--- config.mk ---
export PLATFORM = sky130hd
export DESIGN_NAME = ctrl_sequencer
export DESIGN_NICKNAME = d
export VERILOG_FILES = /design/src/rtl/ctrl_sequencer.sv
export SDC_FILE = /design/constraint.sdc
export NUM_CORES = 1
export LEC_CHECK = 0
export CORE_MARGIN = 3
export CORE_UTILIZATION = 51
export CTS_BUF_LIST = sky130_fd_sc_hd__clkbuf_8
export CTS_CLUSTER_SIZE = 12
export DETAILED_ROUTE_END_ITERATION = 6
export HOLD_SLACK_MARGIN = 0.05
export PLACE_DENSITY_LB_ADDON = 0.05
export SLEW_MARGIN = 25
export SYNTH_ARGS = -nofsm -noshare
export SYNTH_HDL_FRONTEND = slang
export SYNTH_SLANG_ARGS = --single-unit
--- constraint.sdc ---
create_clock -name clk -period 2.5 [get_ports clk]
set_clock_uncertainty 0.15 [all_clocks]
set_input_delay 0.5 -clock clk [delete_from_list [all_inputs] [get_ports clk]]
set_output_delay 0.5 -clock clk [all_outputs]
set_load 0.01 [all_outputs]
--- src/rtl/ctrl_sequencer.sv ---
// Multi-cycle instruction sequencer for the 16-bit MSP-style datapath: handshakes
// instructions from fetch, decodes, steps EXEC/WB and resolves jump conditions.
module ctrl_sequencer #(
   parameter int unsigned      REG_AW    = 4,
   parameter int unsigned      OP_W      = 5,
   parameter int unsigned      PC_W      = 16,
   parameter int unsigned      OFF_SHIFT = 1,
   parameter logic [OP_W-1:0]  NOP_CODE  = OP_W'(5'h1F),
   parameter int unsigned      CNT_W     = 16
) (
   input  logic              clk,
   input  logic              rst,
   input  logic [15:0]       instruction,
   input  logic              inst_valid,
   output logic              inst_ready,
   input  logic [3:0]        flags,
   input  logic              alu_busy,
   output logic              en_pc_2,
   output logic              pc_inc,
   output logic              branch_en,
   output logic [PC_W-1:0]   pc_offset,
   output logic              wr_en,
   output logic [REG_AW-1:0] src_reg,
   output logic [REG_AW-1:0] dst_reg,
   output logic [REG_AW-1:0] wr_reg,
   output logic [OP_W-1:0]   op_code,
   output logic [3:0]        addr_mode,
   output logic              illegal_inst,
   output logic [4:0]        fsm_state,
   output logic [CNT_W-1:0]  retired_cnt
);

   typedef enum logic [4:0] {
      S_IDLE   = 5'b00001,
      S_FETCH  = 5'b00010,
      S_DECODE = 5'b00100,
      S_EXEC   = 5'b01000,
      S_WB     = 5'b10000
   } state_t;

   state_t              state_q, state_d;
   logic [15:0]         instr_q;
   logic [OP_W-1:0]     op_q;
   logic [REG_AW-1:0]   src_q, dst_q, wr_q;
   logic [3:0]          am_q;
   logic [PC_W-1:0]     off_q;
   logic [2:0]          cond_q;
   logic                jump_q, wb_q;
   logic [CNT_W-1:0]    cnt_q;

   logic                capture, latch_fields, cnt_inc;

   logic [3:0]          opc;
   logic [5:0]          sg;
   logic                dec_legal, dec_jump, dec_wb;
   logic [OP_W-1:0]     dec_op;
   logic [REG_AW-1:0]   dec_src, dec_dst, dec_wr;
   logic [3:0]          dec_am;
   logic [PC_W-1:0]     dec_off;
   logic [2:0]          dec_cond;
   logic                taken;

   // Combinational decode of the captured word; results are latched on DECODE exit.
   always_comb begin
      opc       = instr_q[15:12];
      sg        = instr_q[11:6];
      dec_legal = 1'b0;
      dec_jump  = 1'b0;
      dec_wb    = 1'b0;
      dec_op    = NOP_CODE;
      dec_src   = '0;
      dec_dst   = '0;
      dec_wr    = '0;
      dec_am    = '0;
      dec_off   = '0;
      dec_cond  = '0;
      if (opc >= 4'd4) begin
         dec_legal = 1'b1;
         dec_op    = OP_W'(opc - 4'd4);
         dec_src   = REG_AW'(instr_q[11:8]);
         dec_dst   = REG_AW'(instr_q[3:0]);
         dec_wr    = REG_AW'(instr_q[3:0]);
         dec_am    = instr_q[7:4];
         dec_wb    = (opc != 4'h9) && (opc != 4'hB);
      end else if (opc == 4'h1) begin
         dec_legal = 1'b1;
         dec_dst   = REG_AW'(instr_q[3:0]);
         dec_wr    = REG_AW'(instr_q[3:0]);
         case (sg)
            6'd0:  begin dec_op = OP_W'(5'h10); dec_wb = 1'b1; end
            6'd1:  begin dec_op = OP_W'(5'h11); dec_wb = 1'b1; end
            6'd2:  begin dec_op = OP_W'(5'h12); dec_wb = 1'b1; end
            6'd4:  begin dec_op = OP_W'(5'h13); dec_wb = 1'b1; end
            6'd5:  begin dec_op = OP_W'(5'h14); dec_wb = 1'b1; end
            6'd6:  begin dec_op = OP_W'(5'h15); dec_wb = 1'b1; end
            6'd8, 6'd9: begin
               dec_op  = (sg == 6'd8) ? OP_W'(5'h16) : OP_W'(5'h17);
               dec_src = REG_AW'(instr_q[3:0]);
               dec_dst = '0;
               dec_wr  = '0;
            end
            6'd10: dec_op = OP_W'(5'h18);
            6'd12: dec_op = OP_W'(5'h19);
            default: begin
               dec_legal = 1'b0;
               dec_dst   = '0;
               dec_wr    = '0;
            end
         endcase
      end else if (opc == 4'h2 || opc == 4'h3) begin
         dec_legal = 1'b1;
         dec_jump  = 1'b1;
         dec_cond  = {instr_q[12], instr_q[11:10]};
         dec_off   = PC_W'($signed(instr_q[9:0])) << OFF_SHIFT;
      end
   end

   // flags = {V,N,C,Z}
   always_comb begin
      taken = 1'b0;
      case (cond_q)
         3'b000: taken = ~flags[0];
         3'b001: taken =  flags[0];
         3'b010: taken = ~flags[1];
         3'b011: taken =  flags[1];
         3'b100: taken =  flags[2];
         3'b101: taken = ~(flags[2] ^ flags[3]);
         3'b110: taken =   flags[2] ^ flags[3];
         default: taken = 1'b1;
      endcase
   end

   always_comb begin
      state_d      = state_q;
      inst_ready   = 1'b0;
      en_pc_2      = 1'b0;
      pc_inc       = 1'b0;
      branch_en    = 1'b0;
      wr_en        = 1'b0;
      illegal_inst = 1'b0;
      op_code      = NOP_CODE;
      capture      = 1'b0;
      latch_fields = 1'b0;
      cnt_inc      = 1'b0;
      case (state_q)
         S_IDLE: state_d = S_FETCH;
         S_FETCH: begin
            inst_ready = 1'b1;
            if (inst_valid) begin
               capture = 1'b1;
               state_d = S_DECODE;
            end
         end
         S_DECODE: begin
            en_pc_2 = 1'b1;
            pc_inc  = 1'b1;
            if (dec_legal) begin
               latch_fields = 1'b1;
               state_d      = S_EXEC;
            end else begin
               illegal_inst = 1'b1;
               state_d      = S_FETCH;
            end
         end
         S_EXEC: begin
            op_code = jump_q ? NOP_CODE : op_q;
            if (!alu_busy) begin
               if (jump_q) begin
                  branch_en = taken;
                  pc_inc    = taken;
                  cnt_inc   = 1'b1;
                  state_d   = S_FETCH;
               end else begin
                  state_d = S_WB;
               end
            end
         end
         S_WB: begin
            op_code = op_q;
            wr_en   = wb_q;
            cnt_inc = 1'b1;
            state_d = S_FETCH;
         end
         default: state_d = S_IDLE;
      endcase
   end

   always_ff @(posedge clk or negedge rst) begin
      if (!rst) begin
         state_q <= S_IDLE;
         instr_q <= '0;
         op_q    <= NOP_CODE;
         src_q   <= '0;
         dst_q   <= '0;
         wr_q    <= '0;
         am_q    <= '0;
         off_q   <= '0;
         cond_q  <= '0;
         jump_q  <= 1'b0;
         wb_q    <= 1'b0;
         cnt_q   <= '0;
      end else begin
         state_q <= state_d;
         if (capture) instr_q <= instruction;
         if (latch_fields) begin
            op_q   <= dec_op;
            src_q  <= dec_src;
            dst_q  <= dec_dst;
            wr_q   <= dec_wr;
            am_q   <= dec_am;
            off_q  <= dec_off;
            cond_q <= dec_cond;
            jump_q <= dec_jump;
            wb_q   <= dec_wb;
         end
         if (cnt_inc) cnt_q <= cnt_q + CNT_W'(1);
      end
   end

   assign src_reg     = src_q;
   assign dst_reg     = dst_q;
   assign wr_reg      = wr_q;
   assign addr_mode   = am_q;
   assign pc_offset   = off_q;
   assign fsm_state   = state_q;
   assign retired_cnt = cnt_q;

endmodule

==> metrics, run 1 <==
clk slew on worst S/H paths 70 ps; Port Buffer Count 86; std cell rows 30; Peak Freq 415 MHz; clock power share 22.9%; Non-Filler Instances 515; CTS Buffer Depth 2; Mapped Avg Cell Area 11.3 um2; Comb power frac 41.0%; adder-cell share of the synthesized area 1.38%; switching share of power 34.1%; worst r2r src instr_q[14]; CP Max Fanout 5; Worst Setup SP fsm_state[0]; initial drt markers 75; Die Y 90.3 um; Seq cells post-synth 69; share of power burned in registers 36.1%; status completed; RSZ-0062 raised after global routing no; vias in the first global route 2,921; Hold Slack 331 ps; n_diodes 0; kind of critical path reg2out; Root Buffer clkbuf_8; first-pass GRT wire length 14,500 um; largest net degree at the start of global routing 46; Reg2Reg Depth 6; initial antenna violation count 0; commonest non-fill, non-tap cell in the layout clkdlybuf4s50_1; Net Switching 0.00167 W; Area growth syn-to-layout 35.1%; Tcrit/Tclk final 96.5%; cell area after placement 4590 um2; post-DP HPWL 6000 um; worst supply voltage drop on vdd 0.000776 V; compound-gate portion of the synthesized area 16.8%; antenna viol nets, final 0; placer congestion estimate 0.855; layout cells sized above 1 24.3%; gr usage total 21.9%; P per Cell Area 999 nW/um2; # IOs 88; Hold Fails Final Rpt 0; drt total wl 8640 um; Residual DRC 0; number of enable flip-flop cells after synthesis 0; Slew Viols, Final 0; simple-gate area share of the yosys netlist 14.2%; Synth Flop Type dfrtp_1; r2r setup slk 200 ps; Cells after DPL 494; reg2reg end op_q[4]; crit path to op_code[0]; DR WL/cell 16.8 um; synthesized net count 349; Critical Path RT 1850 ps; H-tree depth 3; Post-Synthesis Cells 321; CTS tree yes; Yosys Warn Count 0; Core Area 6830 um2; Seq/Total Area, Yosys 47.8%; largest family of logic cells by synthesized area compound AO/OA/AOI/OAI gates; Slew Limit Headroom 40.8%; Tmin final 2410 ps; leakage 2.05 nW; most frequent cells in the layout clkdlybuf4s50_1, dfrtp_1, buf_4; cts bufs inserted 9; Distinct cells, synth 64; die area 8150 um2; cell-internal power 0.00322 W; Synth async-reset ratio 100%; Hold Path Class reg2reg; GR Overflow Total 0; Via density 5.57; final setup vio count 0; Layout Nets 442; final instance area 4900 um2; Detailed Routing Iterations Pass 1 4; die width 90.3 um; mapped cell area 3620 um2; Post-Synth XOR/XNOR Area 4.11%; Worst Max-Slew Pin Slew 888 ps; CP arrival 1760 ps; via count 2,870; Max Cap Viol 0; mux share of post-synthesis cell area 8.84%; Skew-Pair Late Insertion Delay 350 ps; Worst setup SP type register; setup_tns 0 ps; Initial Util 53.1%; clock sink count 69; CP endpoint kind output pin
==> routing by layer <==
layer / global-route usage (%) / wire [um]
met5: 0 / 0
met4: 5.99 / 111
met3: 6.25 / 437
met2: 35.1 / 4220
met1: 29.2 / 3880
==> worst min path at each step <==
stage | start | endpoint | slack (ps) | cells after the start
final | op_q[0] | op_q[0] | 330 | 1
after global routing | retired_cnt[15] | retired_cnt[15] | 350 | 1
after CTS | op_q[0] | op_q[0] | 330 | 1
after detailed placement | op_q[0] | op_q[0] | 320 | 1
after global placement | retired_cnt[15] | retired_cnt[15] | 310 | 1
after floorplan | rst | addr_mode[0] | 50 | 0
==> cells in the mapped netlist, types with 3 or more instances <==
library cell	instances	area share, %
nor4_1	3	0.52
and3_1	3	0.52
clkbuf_1	7	0.73
a31oi_1	4	0.69
a22o_1	18	4.3
a21o_1	3	0.62
dfrtp_1	63	43
dfstp_2	6	4.3
o32ai_1	3	0.73
buf_6	3	0.93
a21oi_1	9	1.2
buf_2	9	1.2
xor2_1	11	2.7
o21ai_0	10	1.4
o211ai_1	3	0.62
mux2_2	20	6.2
nand2b_1	10	1.7
ha_1	4	1.4
xnor2_1	6	1.4
inv_1	12	1.2
mux2_4	5	2.1
nor3_1	7	0.97
nand4_1	5	0.86
buf_4	11	2.3
o2bb2ai_1	5	1.2
nand2_1	16	1.7
nor2_1	7	0.73
nand3_1	10	1.4
==> critical path, stage by stage (launching register included) <==
cell,delay (ps)
dfstp_2,560
nor2_2,50
buf_4,150
nand3_2,80
o21ai_2,70
buf_6,130
buf_4,130
nand2b_1,100
clkbuf_2,140
==> power by group through the flow <==
| stage | sequential (W) | combinational (W) | clock [W] |
|---|---|---|---|
| finish | 0.00176 | 0.00201 | 0.00112 |
| CTS | 0.00176 | 0.00199 | 0.00114 |
| detailed placement | 0.00177 | 0.00194 | 0 |
| floorplan | 0.00175 | 0.00120 | 0 |
| global route | 0.00181 | 0.00218 | 0.00118 |
| global placement | 0.00176 | 0.00190 | 0 |
==> area by class of cell <==
type                       count  area, um2
sequential                    69       1740
tap                           96        120
fill                         523       1940
clock buffer                  10        138
multi-input combinational    208       1680
inverter                      12       45.0
clock inverter                 6        110
timing repair buffer         114       1060
==> per-stage QoR <==
step	util, %	total power [W]	setup slack (ps)
global placement	67.2	0.00366	-307
CTS	71.2	0.00488	-17.9
finish	71.7	0.00489	87.6
global route	71.7	0.00517	4.13
floorplan	-	0.00295	468
detailed placement	67.2	0.00371	-339
==> cells by family (layout without fill, tap and decap cells) <==
| family | Yosys count | count (layout) |
|---|---|---|
| multiplexers | 27 | 27 |
| buffers and inverters | 44 | 142 |
| other | 1 | 1 |
| adder cells (fa/ha/maj) | 4 | 4 |
| AO/OA/AOI/OAI | 74 | 74 |
| flip-flops | 69 | 69 |
| AND/OR/NAND/NOR | 85 | 85 |
| XOR/XNOR | 17 | 17 |
==> what timing repair did <==
item	CTS	global route
buffers inserted	3	1
resized for setup	20	14
hold endpoints to repair	17	0
endpoints found under the setup margin	11	9
hold buffers	1	0
pin swaps	1	5
Note: power is estimated with default switching activity, not from simulation.
==> run 2: changes to the inputs <==
--- a/config.mk
+++ b/config.mk
@@ -10,6 +10,7 @@
 export CTS_BUF_LIST = sky130_fd_sc_hd__clkbuf_8
 export CTS_CLUSTER_SIZE = 12
 export DETAILED_ROUTE_END_ITERATION = 6
+export GPL_TIMING_DRIVEN = 0
 export HOLD_SLACK_MARGIN = 0.05
 export PLACE_DENSITY_LB_ADDON = 0.05
 export SLEW_MARGIN = 25
==> run 2 against run 1 <==
Non-clock buffer count grew 21; sequential power is essentially flat; clock power shrank 25%; combinational power grew 5%; wire length grew 7.0%; worst setup slack lost 71 ps; hold slack is essentially flat; global-route usage grew 1.0 points; maximum frequency shrank 2.9%; sequential share of layout area shrank 0.81 points; via count grew 3.8%; largest cell class unchanged.
==> metrics, run 2 (synthesized netlist as in run 1, its figures left out) <==
Hold Path Class reg2reg; Area growth syn-to-layout 38.3%; std cell rows 30; largest net degree at the start of global routing 57; worst supply voltage drop on vdd 0.000572 V; DR WL/cell 17.3 um; Tmin final 2480 ps; FILL cells 498; final instance area 5010 um2; Max Cap Viol 0; Skew-Pair Late Insertion Delay 350 ps; post-DP HPWL 6250 um; Die Y 90.3 um; Slew Viols, Final 0; Hold Fails Final Rpt 0; status completed; CP arrival 1830 ps; die width 90.3 um; CP top delay family flip-flops; r2r setup slk 430 ps; die area 8150 um2; worst slack, placed -503 ps; cell area after placement 4630 um2; Worst path max stage delay 480 ps; layout cells sized above 1 28.0%; CTS tree yes; Tcrit/Tclk final 99.4%; clk slew on worst S/H paths 80 ps; final setup vio count 0; Peak Freq 403 MHz; CP endpoint kind output pin; drt total wl 9250 um; # IOs 88; CTS Buffer Depth 2; Hold Slack 331 ps; via count 2,980; Initial Util 53.1%; Via density 5.56; initial drt markers 119; Worst Max-Slew Pin Slew 509 ps; Port Buffer Count 86; antenna viol nets, final 0; Levels on crit path 5; cells along the critical path nor3_4 > nand4_1 > buf_6 > o31ai_1 > buf_2; CP max-delay cell dfrtp_2; Slew Limit Headroom 65.6%; RSZ-0062 raised after global routing yes; commonest non-fill, non-tap cell in the layout clkdlybuf4s50_1; Final Util 73.4%; n_diodes 0; clock sink count 69; most frequent cells in the layout clkdlybuf4s50_1, dfrtp_1, buf_4; first-pass GRT wire length 14,900 um; fin worst setup slack 16.2 ps; Buf/Inv on CP 2; H-tree depth 3; Worst setup SP type register; Register Area 1740 um2; Residual DRC 0; Critical Path RT 1850 ps; placer congestion estimate 0.871; setup_tns 0 ps; crit path to pc_inc; Root Buffer clkbuf_8; reg2reg end wr_reg[3]; GR Overflow Total 0; gr usage total 22.9%; Reg2Reg Depth 6; area occupied by multi-input gates 1730 um2; CP Max Fanout 10; cts bufs inserted 9; kind of critical path reg2out; vias in the first global route 2,928; worst r2r src instr_q[14]; initial antenna violation count 0; Core Area 6830 um2; Worst Setup SP fsm_state[1]; P per Cell Area 946 nW/um2; leakage 2.10 nW; Detailed Routing Iterations Pass 1 4; Layout Nets 463
==> run 2: cell types whose count changed in the layout (fill, tap and decap cells not counted), moves of 2 or more <==
cell / delta
clkbuf_1: +6
clkbuf_2: +2
buf_6: +5
bufinv_16: -3
clkinvlp_4: +2
buf_4: +3
buf_2: +6
==> run 2: how the worst min path moves through the flow <==
stage,from,endpoint,slack [ps],depth (start not counted)
after floorplan,rst,addr_mode[0],50,0
after global placement,retired_cnt[15],retired_cnt[15],310,1
after detailed placement,rst,retired_cnt[10],230,1
after CTS,retired_cnt[15],retired_cnt[15],340,1
after global routing,op_q[0],op_q[0],350,1
final,retired_cnt[15],retired_cnt[15],330,1
==> run 2: where the power goes <==
part | total (W) | internal [W] | leakage [nW] | switching, W
sequential | 0.00178 | 0.00147 | 0.849 | 0.000308
clock | 0.000844 | 0.000391 | 0.0811 | 0.000452
combinational | 0.00212 | 0.00113 | 1.17 | 0.000992
==> run 2: area by class of cell <==
cell class,instances,area share [%]
Buffer,31,4.22
Clock buffer,10,2.75
Clock inverter,6,0.948
Inverter,12,0.948
Multi-Input combinational cell,208,34.4
Sequential cell,69,34.7
Tap cell,96,2.40
Timing Repair Buffer,104,19.6
==> run 2: routing by layer <==
| layer | vias up | wire length, um | GRT usage, % |
|---|---|---|---|
| met2 | 106 | 4600 | 37.0 |
| met5 | - | 0 | 0 |
| li1 | 1381 | - | - |
| met4 | 0 | 205 | 9.57 |
| met3 | 17 | 418 | 4.50 |
| met1 | 1476 | 4030 | 30.3 |
==> run 2: through the flow <==
step	power, W	instances
after floorplan	0.00295	321
after global placement	0.00365	503
after detailed placement	0.00371	504
after CTS	0.00469	533
after global routing	0.00502	536
final	0.00475	536
==> run 2: repair_timing <==
action                     in CTS  in global routing
setup endpoints to repair      11                  6
buffers inserted               13                  3
gates resized for setup        41                 14
hold endpoints to repair       12                  0
hold buffers                    1                  0
pin swaps                       6                  3
